--- src/rtl/omp_iter_sched_if.sv ---
// Engine-side handshake bundle for the OMP iteration scheduler.
// Latency: none (wires only).
// Backpressure: none; stages use one-cycle start/done pulses, no stalls.
//
// Ports carried: five stage start pulses, five stage done pulses, the
// atom-selection results, the residual flag and the support-memory write port.
// master = scheduler side, slave = engine/memory side.
interface omp_iter_sched_if;
    logic       corr_start;
    logic       sel_start;
    logic       ls_start;
    logic       res_start;
    logic       out_start;
    logic       corr_done;
    logic       sel_done;
    logic       ls_done;
    logic       res_done;
    logic       out_done;
    logic [5:0] sel_idx;
    logic       sel_dup;
    logic       res_below;
    logic       supp_we;
    logic [4:0] supp_addr;
    logic [5:0] supp_data;

    modport master (
        output corr_start, sel_start, ls_start, res_start, out_start,
        output supp_we, supp_addr, supp_data,
        input  corr_done, sel_done, ls_done, res_done, out_done,
        input  sel_idx, sel_dup, res_below
    );

    modport slave (
        input  corr_start, sel_start, ls_start, res_start, out_start,
        input  supp_we, supp_addr, supp_data,
        output corr_done, sel_done, ls_done, res_done, out_done,
        output sel_idx, sel_dup, res_below
    );
endinterface

--- src/rtl/omp_iter_sched.sv ---
// Iteration scheduler: sequences CORR/SEL/LS/RES for up to K_eff iterations, then OUT.
// Latency: 1 cycle from an accepted start/done edge to the next registered start pulse.
// Backpressure: none; stages hand back via done pulses, a watchdog aborts hung stages.
//
// Ports: clk, rst_n (sync active-low); start_system/N_in/M_in/K_limit run request;
// eng (master) carries stage start/done pulses and the support write port;
// cfg_N/cfg_M latched config, k_used atoms committed, busy, done_all pulse, err sticky.
module omp_iter_sched #(
    parameter logic [15:0] TIMEOUT = 16'hFFFF
) (
    input  logic                    clk,
    input  logic                    rst_n,
    input  logic                    start_system,
    input  logic [5:0]              N_in,
    input  logic [2:0]              M_in,
    input  logic [4:0]              K_limit,
    omp_iter_sched_if.master        eng,
    output logic [5:0]              cfg_N,
    output logic [2:0]              cfg_M,
    output logic [4:0]              k_used,
    output logic                    busy,
    output logic                    done_all,
    output logic                    err
);

    typedef enum logic [2:0] {
        S_IDLE = 3'd0,
        S_CORR = 3'd1,
        S_SEL  = 3'd2,
        S_LS   = 3'd3,
        S_RES  = 3'd4,
        S_OUT  = 3'd5
    } state_t;

    state_t      state, state_nxt;
    logic [4:0]  k_eff, k_eff_nxt;
    logic [15:0] wdog, wdog_nxt;

    logic        corr_start_nxt, sel_start_nxt, ls_start_nxt, res_start_nxt, out_start_nxt;
    logic        supp_we_nxt;
    logic [4:0]  supp_addr_nxt;
    logic [5:0]  supp_data_nxt;
    logic [5:0]  cfg_N_nxt;
    logic [2:0]  cfg_M_nxt;
    logic [4:0]  k_used_nxt;
    logic        busy_nxt, done_all_nxt, err_nxt;

    logic        go;
    logic        corr_acc, sel_acc, ls_acc, res_acc, out_acc, stage_acc;
    logic        tmo, res_last, entering;
    logic [6:0]  k_req7, dict7;
    logic [4:0]  k_eff_new;

    // A done is only taken in its own state, and never in the cycle its start
    // pulse is still high (the registered start doubles as the mask).
    assign go        = (state == S_IDLE) && start_system;
    assign corr_acc  = (state == S_CORR) && eng.corr_done && !eng.corr_start;
    assign sel_acc   = (state == S_SEL)  && eng.sel_done  && !eng.sel_start;
    assign ls_acc    = (state == S_LS)   && eng.ls_done   && !eng.ls_start;
    assign res_acc   = (state == S_RES)  && eng.res_done  && !eng.res_start;
    assign out_acc   = (state == S_OUT)  && eng.out_done  && !eng.out_start;
    assign stage_acc = corr_acc | sel_acc | ls_acc | res_acc | out_acc;

    // The watchdog fires on the edge where it would reach TIMEOUT; a done
    // arriving on that same edge still wins.
    assign tmo = (state != S_IDLE) && !stage_acc && (wdog == TIMEOUT - 16'd1);

    // K_eff = min(K_limit, N_in+1) at 7 bits so N_in=63 does not wrap.
    // The result never exceeds K_limit, so 5 bits hold it.
    assign k_req7    = {2'b00, K_limit};
    assign dict7     = {1'b0, N_in} + 7'd1;
    assign k_eff_new = (k_req7 < dict7) ? K_limit : dict7[4:0];

    assign res_last  = (({1'b0, k_used} + 6'd1) == {1'b0, k_eff});
    assign entering  = (state_nxt != state);

    // State register: state plus every registered output.
    always_ff @(posedge clk) begin
        if (!rst_n) begin
            state          <= S_IDLE;
            k_eff          <= '0;
            wdog           <= '0;
            eng.corr_start <= 1'b0;
            eng.sel_start  <= 1'b0;
            eng.ls_start   <= 1'b0;
            eng.res_start  <= 1'b0;
            eng.out_start  <= 1'b0;
            eng.supp_we    <= 1'b0;
            eng.supp_addr  <= '0;
            eng.supp_data  <= '0;
            cfg_N          <= '0;
            cfg_M          <= '0;
            k_used         <= '0;
            busy           <= 1'b0;
            done_all       <= 1'b0;
            err            <= 1'b0;
        end else begin
            state          <= state_nxt;
            k_eff          <= k_eff_nxt;
            wdog           <= wdog_nxt;
            eng.corr_start <= corr_start_nxt;
            eng.sel_start  <= sel_start_nxt;
            eng.ls_start   <= ls_start_nxt;
            eng.res_start  <= res_start_nxt;
            eng.out_start  <= out_start_nxt;
            eng.supp_we    <= supp_we_nxt;
            eng.supp_addr  <= supp_addr_nxt;
            eng.supp_data  <= supp_data_nxt;
            cfg_N          <= cfg_N_nxt;
            cfg_M          <= cfg_M_nxt;
            k_used         <= k_used_nxt;
            busy           <= busy_nxt;
            done_all       <= done_all_nxt;
            err            <= err_nxt;
        end
    end

    // Next-state logic.
    always_comb begin
        state_nxt = state;
        case (state)
            S_IDLE: if (go)       state_nxt = (k_eff_new == 5'd0) ? S_OUT : S_CORR;
            S_CORR: if (corr_acc) state_nxt = S_SEL;
            S_SEL:  if (sel_acc)  state_nxt = eng.sel_dup ? S_OUT : S_LS;
            S_LS:   if (ls_acc)   state_nxt = S_RES;
            S_RES:  if (res_acc)  state_nxt = (res_last || eng.res_below) ? S_OUT : S_CORR;
            S_OUT:  if (out_acc)  state_nxt = S_IDLE;
            default:              state_nxt = S_IDLE;
        endcase
        if (tmo) begin
            state_nxt = S_IDLE;
        end
    end

    // Output logic: next values for the registered outputs. Every transition
    // changes state, so "entering X" is exactly the start pulse for stage X.
    always_comb begin
        corr_start_nxt = entering && (state_nxt == S_CORR);
        sel_start_nxt  = entering && (state_nxt == S_SEL);
        ls_start_nxt   = entering && (state_nxt == S_LS);
        res_start_nxt  = entering && (state_nxt == S_RES);
        out_start_nxt  = entering && (state_nxt == S_OUT);

        // LS is only ever entered from a non-duplicate selection.
        supp_we_nxt    = ls_start_nxt;
        supp_addr_nxt  = ls_start_nxt ? k_used : 5'd0;
        supp_data_nxt  = ls_start_nxt ? eng.sel_idx : 6'd0;

        cfg_N_nxt      = go ? N_in : cfg_N;
        cfg_M_nxt      = go ? M_in : cfg_M;
        k_eff_nxt      = go ? k_eff_new : k_eff;

        k_used_nxt     = k_used;
        if (go) begin
            k_used_nxt = 5'd0;
        end else if (res_acc) begin
            k_used_nxt = k_used + 5'd1;
        end

        err_nxt        = err;
        if (go) begin
            err_nxt = 1'b0;
        end else if (tmo) begin
            err_nxt = 1'b1;
        end

        done_all_nxt   = out_acc || tmo;
        busy_nxt       = (state_nxt != S_IDLE);

        wdog_nxt       = wdog;
        if (entering) begin
            wdog_nxt = 16'd0;
        end else if (state != S_IDLE) begin
            wdog_nxt = wdog + 16'd1;
        end
    end

endmodule

--- src/flat_wrapper.sv ---
// flat-port wrapper written by rule: the top's interface ports become plain ports
module omp_iter_sched_flat 
#(
    parameter logic [15:0] TIMEOUT = 16'hFFFF
)
  (clk, rst_n, start_system, N_in, M_in, K_limit, cfg_N, cfg_M, k_used, busy, done_all, err, eng_corr_start, eng_sel_start, eng_ls_start, eng_res_start, eng_out_start, eng_supp_we, eng_supp_addr, eng_supp_data, eng_corr_done, eng_sel_done, eng_ls_done, eng_res_done, eng_out_done, eng_sel_idx, eng_sel_dup, eng_res_below);
  omp_iter_sched_if eng_i ();
  input  logic clk;
  input  logic rst_n;
  input  logic start_system;
  input  logic [5:0] N_in;
  input  logic [2:0] M_in;
  input  logic [4:0] K_limit;
  output logic [5:0] cfg_N;
  output logic [2:0] cfg_M;
  output logic [4:0] k_used;
  output logic busy;
  output logic done_all;
  output logic err;
  output wire logic [$bits(eng_i.corr_start)-1:0] eng_corr_start;
  output wire logic [$bits(eng_i.sel_start)-1:0] eng_sel_start;
  output wire logic [$bits(eng_i.ls_start)-1:0] eng_ls_start;
  output wire logic [$bits(eng_i.res_start)-1:0] eng_res_start;
  output wire logic [$bits(eng_i.out_start)-1:0] eng_out_start;
  output wire logic [$bits(eng_i.supp_we)-1:0] eng_supp_we;
  output wire logic [$bits(eng_i.supp_addr)-1:0] eng_supp_addr;
  output wire logic [$bits(eng_i.supp_data)-1:0] eng_supp_data;
  input wire logic [$bits(eng_i.corr_done)-1:0] eng_corr_done;
  input wire logic [$bits(eng_i.sel_done)-1:0] eng_sel_done;
  input wire logic [$bits(eng_i.ls_done)-1:0] eng_ls_done;
  input wire logic [$bits(eng_i.res_done)-1:0] eng_res_done;
  input wire logic [$bits(eng_i.out_done)-1:0] eng_out_done;
  input wire logic [$bits(eng_i.sel_idx)-1:0] eng_sel_idx;
  input wire logic [$bits(eng_i.sel_dup)-1:0] eng_sel_dup;
  input wire logic [$bits(eng_i.res_below)-1:0] eng_res_below;
  assign eng_corr_start = eng_i.corr_start;
  assign eng_sel_start = eng_i.sel_start;
  assign eng_ls_start = eng_i.ls_start;
  assign eng_res_start = eng_i.res_start;
  assign eng_out_start = eng_i.out_start;
  assign eng_supp_we = eng_i.supp_we;
  assign eng_supp_addr = eng_i.supp_addr;
  assign eng_supp_data = eng_i.supp_data;
  assign eng_i.corr_done = eng_corr_done;
  assign eng_i.sel_done = eng_sel_done;
  assign eng_i.ls_done = eng_ls_done;
  assign eng_i.res_done = eng_res_done;
  assign eng_i.out_done = eng_out_done;
  assign eng_i.sel_idx = eng_sel_idx;
  assign eng_i.sel_dup = eng_sel_dup;
  assign eng_i.res_below = eng_res_below;
  omp_iter_sched #(.TIMEOUT(TIMEOUT)) u_core (.clk(clk), .rst_n(rst_n), .start_system(start_system), .N_in(N_in), .M_in(M_in), .K_limit(K_limit), .eng(eng_i), .cfg_N(cfg_N), .cfg_M(cfg_M), .k_used(k_used), .busy(busy), .done_all(done_all), .err(err));
endmodule
--- config.mk ---
export PLATFORM = sky130hd
export DESIGN_NAME = omp_iter_sched_flat
export DESIGN_NICKNAME = d
export VERILOG_FILES = /design/src/rtl/omp_iter_sched_if.sv /design/src/rtl/omp_iter_sched.sv /design/src/flat_wrapper.sv
export SDC_FILE = /design/constraint.sdc
export NUM_CORES = 1
export LEC_CHECK = 0
export ABC_AREA = 1
export CORE_ASPECT_RATIO = 0.5
export CORE_MARGIN = 5
export CORE_UTILIZATION = 40
export CTS_CLUSTER_DIAMETER = 150
export CTS_CLUSTER_SIZE = 25
export DETAILED_ROUTE_END_ITERATION = 10
export PLACE_DENSITY = 0.72
export SLEW_MARGIN = 20
export SYNTH_ARGS = -nofsm -noshare
export SYNTH_HDL_FRONTEND = slang
export SYNTH_SLANG_ARGS = --single-unit
--- constraint.sdc ---
create_clock -name clk -period 6.9 [get_ports clk]
set_input_delay 0.69 -clock clk [delete_from_list [all_inputs] [get_ports clk]]
set_output_delay 0.69 -clock clk [all_outputs]
set_load 0.01 [all_outputs]
---- Yosys cells after proc, flatten, opt, wreduce, memory -nomap -nowiden ----
Cells that the tools add are included.
operators by class
  bitwise operators ....................... 5
  reduce and logical (&&, ||, !) cells .... 33
  add/sub/neg operators ................... 4
  eq/ne operators ......................... 13
  mux-type cells .......................... 12
  order comparisons ....................... 1
operator list
  kind                                           count
  2-to-1 mux 3 bit                               10
  logical AND 1 bit                              18
  case mux 3 bit (6 select lines)                1
  adder 16 x 1 -> 16 bit, second input constant  1
  == test 16 bit, second input constant          1
  == test 3 x 2 -> 1 bit, second input constant  4
  == test 3 bit, second input constant           4
  adder 6 x 1 -> 7 bit, second input constant    1
  < comparator 5 x 7 -> 1 bit                    1
  adder 5 x 1 -> 6 bit, second input constant    1
  == test 3 x 1 -> 1 bit, second input constant  2
  == test 6 x 5 -> 1 bit                         1
  logical NOT 1 bit                              6
  nonzero test 3 bit                             2
  adder 5 x 1 -> 5 bit, second input constant    1
  logical NOT 5 bit                              1
  2-to-1 mux 5 bit                               1
  OR 1 bit                                       4
  OR reduction 2 bit                             2
  logical NOT 3 bit                              1
  inequality test 3 bit                          1
  logical OR 1 bit                               2
  AND reduction 2 bit                            1
  NOT 1 bit                                      1
storage, ports and cells
  word-level logic and storage cells ...... 84
  register bits after elaboration ......... 57

---- Depth between registers and ports, before layout ----
  depth after elaboration ................. 14
  depth in mapped cells ................... 24
  depth with buffers taken out ............ 23

---- Worst setup path after synthesis ----
OpenSTA, ideal clock, no wires.
  path type ............................... input to register
  from .................................... input port N_in[0]
  to ...................................... register u_core.eng.supp_addr[0]
  stages .................................. 23
  data required time ...................... 6.786 ns
  buffers on the path ..................... 1
  library setup time ...................... 0.114 ns
  slack ................................... 4.020 ns
  arrival ................................. 2.767 ns
  path through ............................ ha_1 -> nand2_1 -> inv_1 -> nand2_1 -> xor2_1 -> inv_1 -> ha_1 -> nand2_1 -> inv_1 -> nand2_1 -> nand2_1 -> nand2_2 -> nand2_1 -> nand2_1 -> nor2_1 -> nand3_1 -> nand2_1 -> nand2_1 -> nand2_1 -> nand2_2 -> nand2_2 -> buf_6 -> nor2_2
on the way
  longest elaborated chain between the ends .. 11
RTL lines
  item                                                                    RTL line                                     text
  from (decl)                                                             flat_wrapper.sv:11                           input logic [5:0] N_in;
  adder 6 x 1 -> 7 bit (*)                                                omp_iter_sched.sv:71                         assign dict7 = {1'b0, N_in} + 7'd1;
  < comparator 5 x 7 -> 1 bit                                             omp_iter_sched.sv:72                         assign k_eff_new = (k_req7 < dict7) ? K_limit : dict7[4:0];
  2-to-1 mux 5 bit (*)                                                    omp_iter_sched.sv:72
  logical NOT 5 bit (*)                                                   omp_iter_sched.sv:122                        S_IDLE: if (go) state_nxt = (k_eff_new == 5'd0) ? S_OUT : S_CORR;
  2-to-1 mux 3 bit (*) (2 in series)                                      omp_iter_sched.sv:122
  case mux 3 bit (6 select lines) (*)                                     omp_iter_sched.sv:121                        case (state)
  2-to-1 mux 3 bit (*)                                                    omp_iter_sched.sv:130                        if (tmo) begin
  inequality test 3 bit / == test 3 x 2 -> 1 bit (equally long branches)  omp_iter_sched.sv:75, omp_iter_sched.sv:140
  logical AND 1 bit (*)                                                   omp_iter_sched.sv:140                        ls_start_nxt = entering && (state_nxt == S_LS);
  AND reduction 2 bit (no source line) (*)                                --
  to (signal assigned)                                                    omp_iter_sched.sv:107                        eng.supp_addr <= supp_addr_nxt;
  to (decl)                                                               omp_iter_sched_if.sv:28                      output supp_we, supp_addr, supp_data,
Every way passes the cells marked *; elsewhere a longest branch is shown, timed or not.
A chain may end at the register's enable or synchronous reset.

---- Worst setup path in the final report ----
  from .................................... input port N_in[1]
  to ...................................... register u_core.wdog[0]
on the way
  longest elaborated chain between the ends .. 10
RTL lines
  item                                     RTL line               text
  adder 6 x 1 -> 7 bit (*)                 omp_iter_sched.sv:71
  < comparator 5 x 7 -> 1 bit              omp_iter_sched.sv:72
  2-to-1 mux 5 bit (*)                     omp_iter_sched.sv:72
  logical NOT 5 bit (*)                    omp_iter_sched.sv:122
  2-to-1 mux 3 bit (*) (2 in series)       omp_iter_sched.sv:122
  case mux 3 bit (6 select lines) (*)      omp_iter_sched.sv:121
  2-to-1 mux 3 bit (*)                     omp_iter_sched.sv:130
  inequality test 3 bit (*)                omp_iter_sched.sv:75   assign entering = (state_nxt != state);
  OR reduction 2 bit (no source line) (*)  --
  to (signal assigned)                     omp_iter_sched.sv:100  wdog <= wdog_nxt;
  to (decl)                                omp_iter_sched.sv:37   logic [15:0] wdog, wdog_nxt;
Marked as above.

==> reports/qor.yml <==
layout:
  area_delta_synth_final_pct: 34.2
  drive_gt1_share_pct: 14.2
  multi_input_area_sq_mm: 0.00147
  nNetsFinal: 491
  seqCellArea_sq_mm: 0.00114
  antennaDiodeCount: 0
  final_cell_area_sq_mm: 0.00386
  n_fill_cell: 663
yosys:
  synth_top_area_share_pct: 39.6
  netlist_top_cells_area: "dfxtp_1 40%, nand2_1 11%, inv_1 6.8%, nor2_1 5.1%, nand3_1 4.9%"
  yosysMostFrequentCell: "nand2_1"
  syn_area_sq_mm: 0.00288
  synth-seq-cells: 57
  async_flop_share_pct: 0
  ys_types: 27
  yosys_warnings: 0
  yosys.area.top_type: "dfxtp_1"
  synthesis.instances: 386
  synth-edff-count: 0
  ys_seq_area_share_pct: 39.6
  syn_avg_cell_area_sq_um: 7.46
  ys.flop_type: "dfxtp_1"
  synthTopCellsByCount: "85 x nand2_1, 57 x dfxtp_1, 52 x inv_1"
  synth.net_count: 424
setup_path:
  crit_buf_inv: 4
  worstPathArrival_ns: 3.70
  cpLargestDelayFamily: "simple AND/OR/NAND/NOR gates"
  critPathRequiredTime_ns: 7.15
  worst-path-max-fanout: 16
  end_kind: "flop"
  worst-path-stages: 22
  path_class: "input pin to flop"
  cp_cell_sequence: "clkdlybuf4s50_1, ha_1, nand2_1, inv_1, nand2_1, xor2_1, inv_1, ha_1, nand2_1, inv_1, nand2_1, nand2_1, nand2_2, nand2_1, nand2_1, nor2_1, nand3_1, nand2_1, nand2_1, nand2_1, nand3_4, nor2_1"
  crit_top_cell: "nand2_1"
  cp_slowest_cell: "clkdlybuf4s50_1"
  worst-r2r-cell-count: 13
  startpoint_type: "input pin"
  slowest_delay_ns: 0.52
global_routing:
  busiest_layer: "met2"
  antenna_found_initial: 0
  use_met2_pct: 24.4
  grt_pass1_vias: 2408
  grt_use_total_pct: 15.1
  grt_pass1_wl_microns: 10900
  grt_max_degree: 17
  overflow: 0
  gr-usage-met3_pct: 4.87
  met1_usage_pct: 19.0
clock_tree:
  cts_buffer_depth: 2
  clk_latency_ns: 0.32
  cts_max_level: 3
  cts_root_buf: "clkbuf_16"
  cts.sinks: 57
  cts_resized: 0
  cts_setup_buffers: 0
  clkTransAtPathRegs_ns: 0.05
  cts_made_buffers: 9
  cts_tree: "yes"
  ctsHoldBuffers: 0
sta:
  hold_slack_ns: 0.447
  slew_headroom_pct: 57.3
  grt_setup_unrepaired: "false"
  tightestPinTransition_ns: 0.638
  hold_viol_final: 0
  max_freq_mhz: 290
  clock_skew_ns: 0.00502
  min_period_ns: 3.45
  layout_worst_path_cycle_share_pct: 50.0
  drv_slew: 0
  finalSetupViolCount: 0
  setup_tns_ns: 0
die:
  die_x_microns: 130
  fp.dieH_microns: 70.0
  rows: 21
  core_area_sq_mm: 0.00683
  die_area_sq_mm: 0.00910
  io_pins: 64
  initial_core_util_pct: 42.2
detailed_routing:
  drc: 0
  drt_wl_total_microns: 6310
  postRouteAntennaNets: 0
  first_pass_iters: 5
  num_vias: 2484
  avgViaCountPerCell: 4.52
  initialDrtViolationCount: 138
  wl_per_cell_microns: 11.5
placed_design:
  globalplace.congestion: 0.883
  dp_hpwl_microns: 4870
  postPlaceCellArea_sq_mm: 0.00357
  io_buffers: 63
pwr:
  ir_drop_v: 0.000180
  power_density_mw_per_mm2: 279
  p_leak_nw: 1.67
min_path:
  min_path_type: "flop to flop"
  min_path_cells: 2
status:
  status: "complete, no violations"
flow_run:
  cap_violations: 0
==> worst min-delay path, stage by stage (launching register included) <==
cell and delay [ns]:
dfxtp_1 0.31, nand2_1 0.06, nand2_1 0.04
==> state kept, by name, summed over array words and instances, names as in the netlist <==
| signal | cells |
|---|---|
| u_core.eng.supp_addr | 5 |
| u_core.err | 1 |
| u_core.state | 3 |
| u_core.eng.res_start | 1 |
| u_core.eng.corr_start | 1 |
| u_core.cfg_M | 3 |
| u_core.wdog | 16 |
| u_core.k_eff | 5 |
| u_core.k_used | 5 |
| u_core.busy | 1 |
| u_core.cfg_N | 6 |
| u_core.eng.ls_start | 1 |
| u_core.done_all | 1 |
| u_core.eng.out_start | 1 |
| u_core.eng.supp_data | 6 |
| u_core.eng.sel_start | 1 |
==> routing by layer <==
layer	routed length [microns]	vias up
met1	2980	1094
li1	-	1340
met2	2960	46
met3	309	4
met5	0	-
met4	60	0
==> final cells by class <==
cell class	count	share of cell area (%)
Tap cell	92	2.98
Clock inverter	2	0.259
Inverter	58	5.63
Sequential cell	57	29.5
Multi-Input combinational cell	264	37.9
Timing Repair Buffer	63	16.3
Clock buffer	14	7.35
==> logic make-up after synthesis <==
family                   Yosys count  synth area share (%)
AND/OR/NAND/NOR                  206                  36.1
buffers and inverters             65                  9.47
flip-flops                        57                  39.6
AO/OA/AOI/OAI                     30                  5.30
XOR/XNOR                          20                  6.08
adder cells (fa/ha/maj)            8                  3.48
==> final timing paths <==
| path | slack [ns] | startpoint | to |
|---|---|---|---|
| worst max-delay path | 3.45 | N_in[1] | u_core.wdog[0]$_SDFFE_PP0N_ |
| worst min register to register | 0.45 | u_core.cfg_M[1]$_SDFFE_PN0P_ | u_core.cfg_M[1]$_SDFFE_PN0P_ |
| worst max register to register | 4.60 | u_core.k_used[0]$_SDFFE_PP0P_ | u_core.wdog[0]$_SDFFE_PP0N_ |
| worst min-delay path | 0.45 | u_core.cfg_M[1]$_SDFFE_PN0P_ | u_core.cfg_M[1]$_SDFFE_PN0P_ |
==> through the flow <==
| stage | instances | worst slack, ns | util, % | power [mW] |
|---|---|---|---|---|
| after floorplan | 386 | 4.02 | - | 0.580 |
| after global placement | 534 | 3.25 | 52.3 | 0.661 |
| after detailed placement | 534 | 3.13 | 52.3 | 0.663 |
| after CTS | 550 | 3.46 | 56.6 | 1.09 |
| after global routing | 550 | 3.15 | 56.6 | 1.14 |
| final | 550 | 3.45 | 56.6 | 1.08 |
==> placed cells by master (no fill, tap or decap), drive strengths merged <==
master / instances
nand2: 97
clkdlybuf4s50: 63
nor2: 62
inv: 58
dfxtp: 57
nand3: 31
o21ai: 16
clkbuf: 14
xor2: 12
a21oi: 12
nor3: 9
xnor2: 8
ha: 8
nand4: 6
a31oi: 2
clkinv: 2
nor4: 1
==> power by group <==
| group | internal, mW | leakage, nW | switching [mW] |
|---|---|---|---|
| logic | 0.105 | 1.06 | 0.166 |
| clock network | 0.280 | 0.149 | 0.142 |
| registers | 0.362 | 0.463 | 0.0239 |
| total | 0.747 | 1.67 | 0.332 |
(Power assumes the default switching activity.)
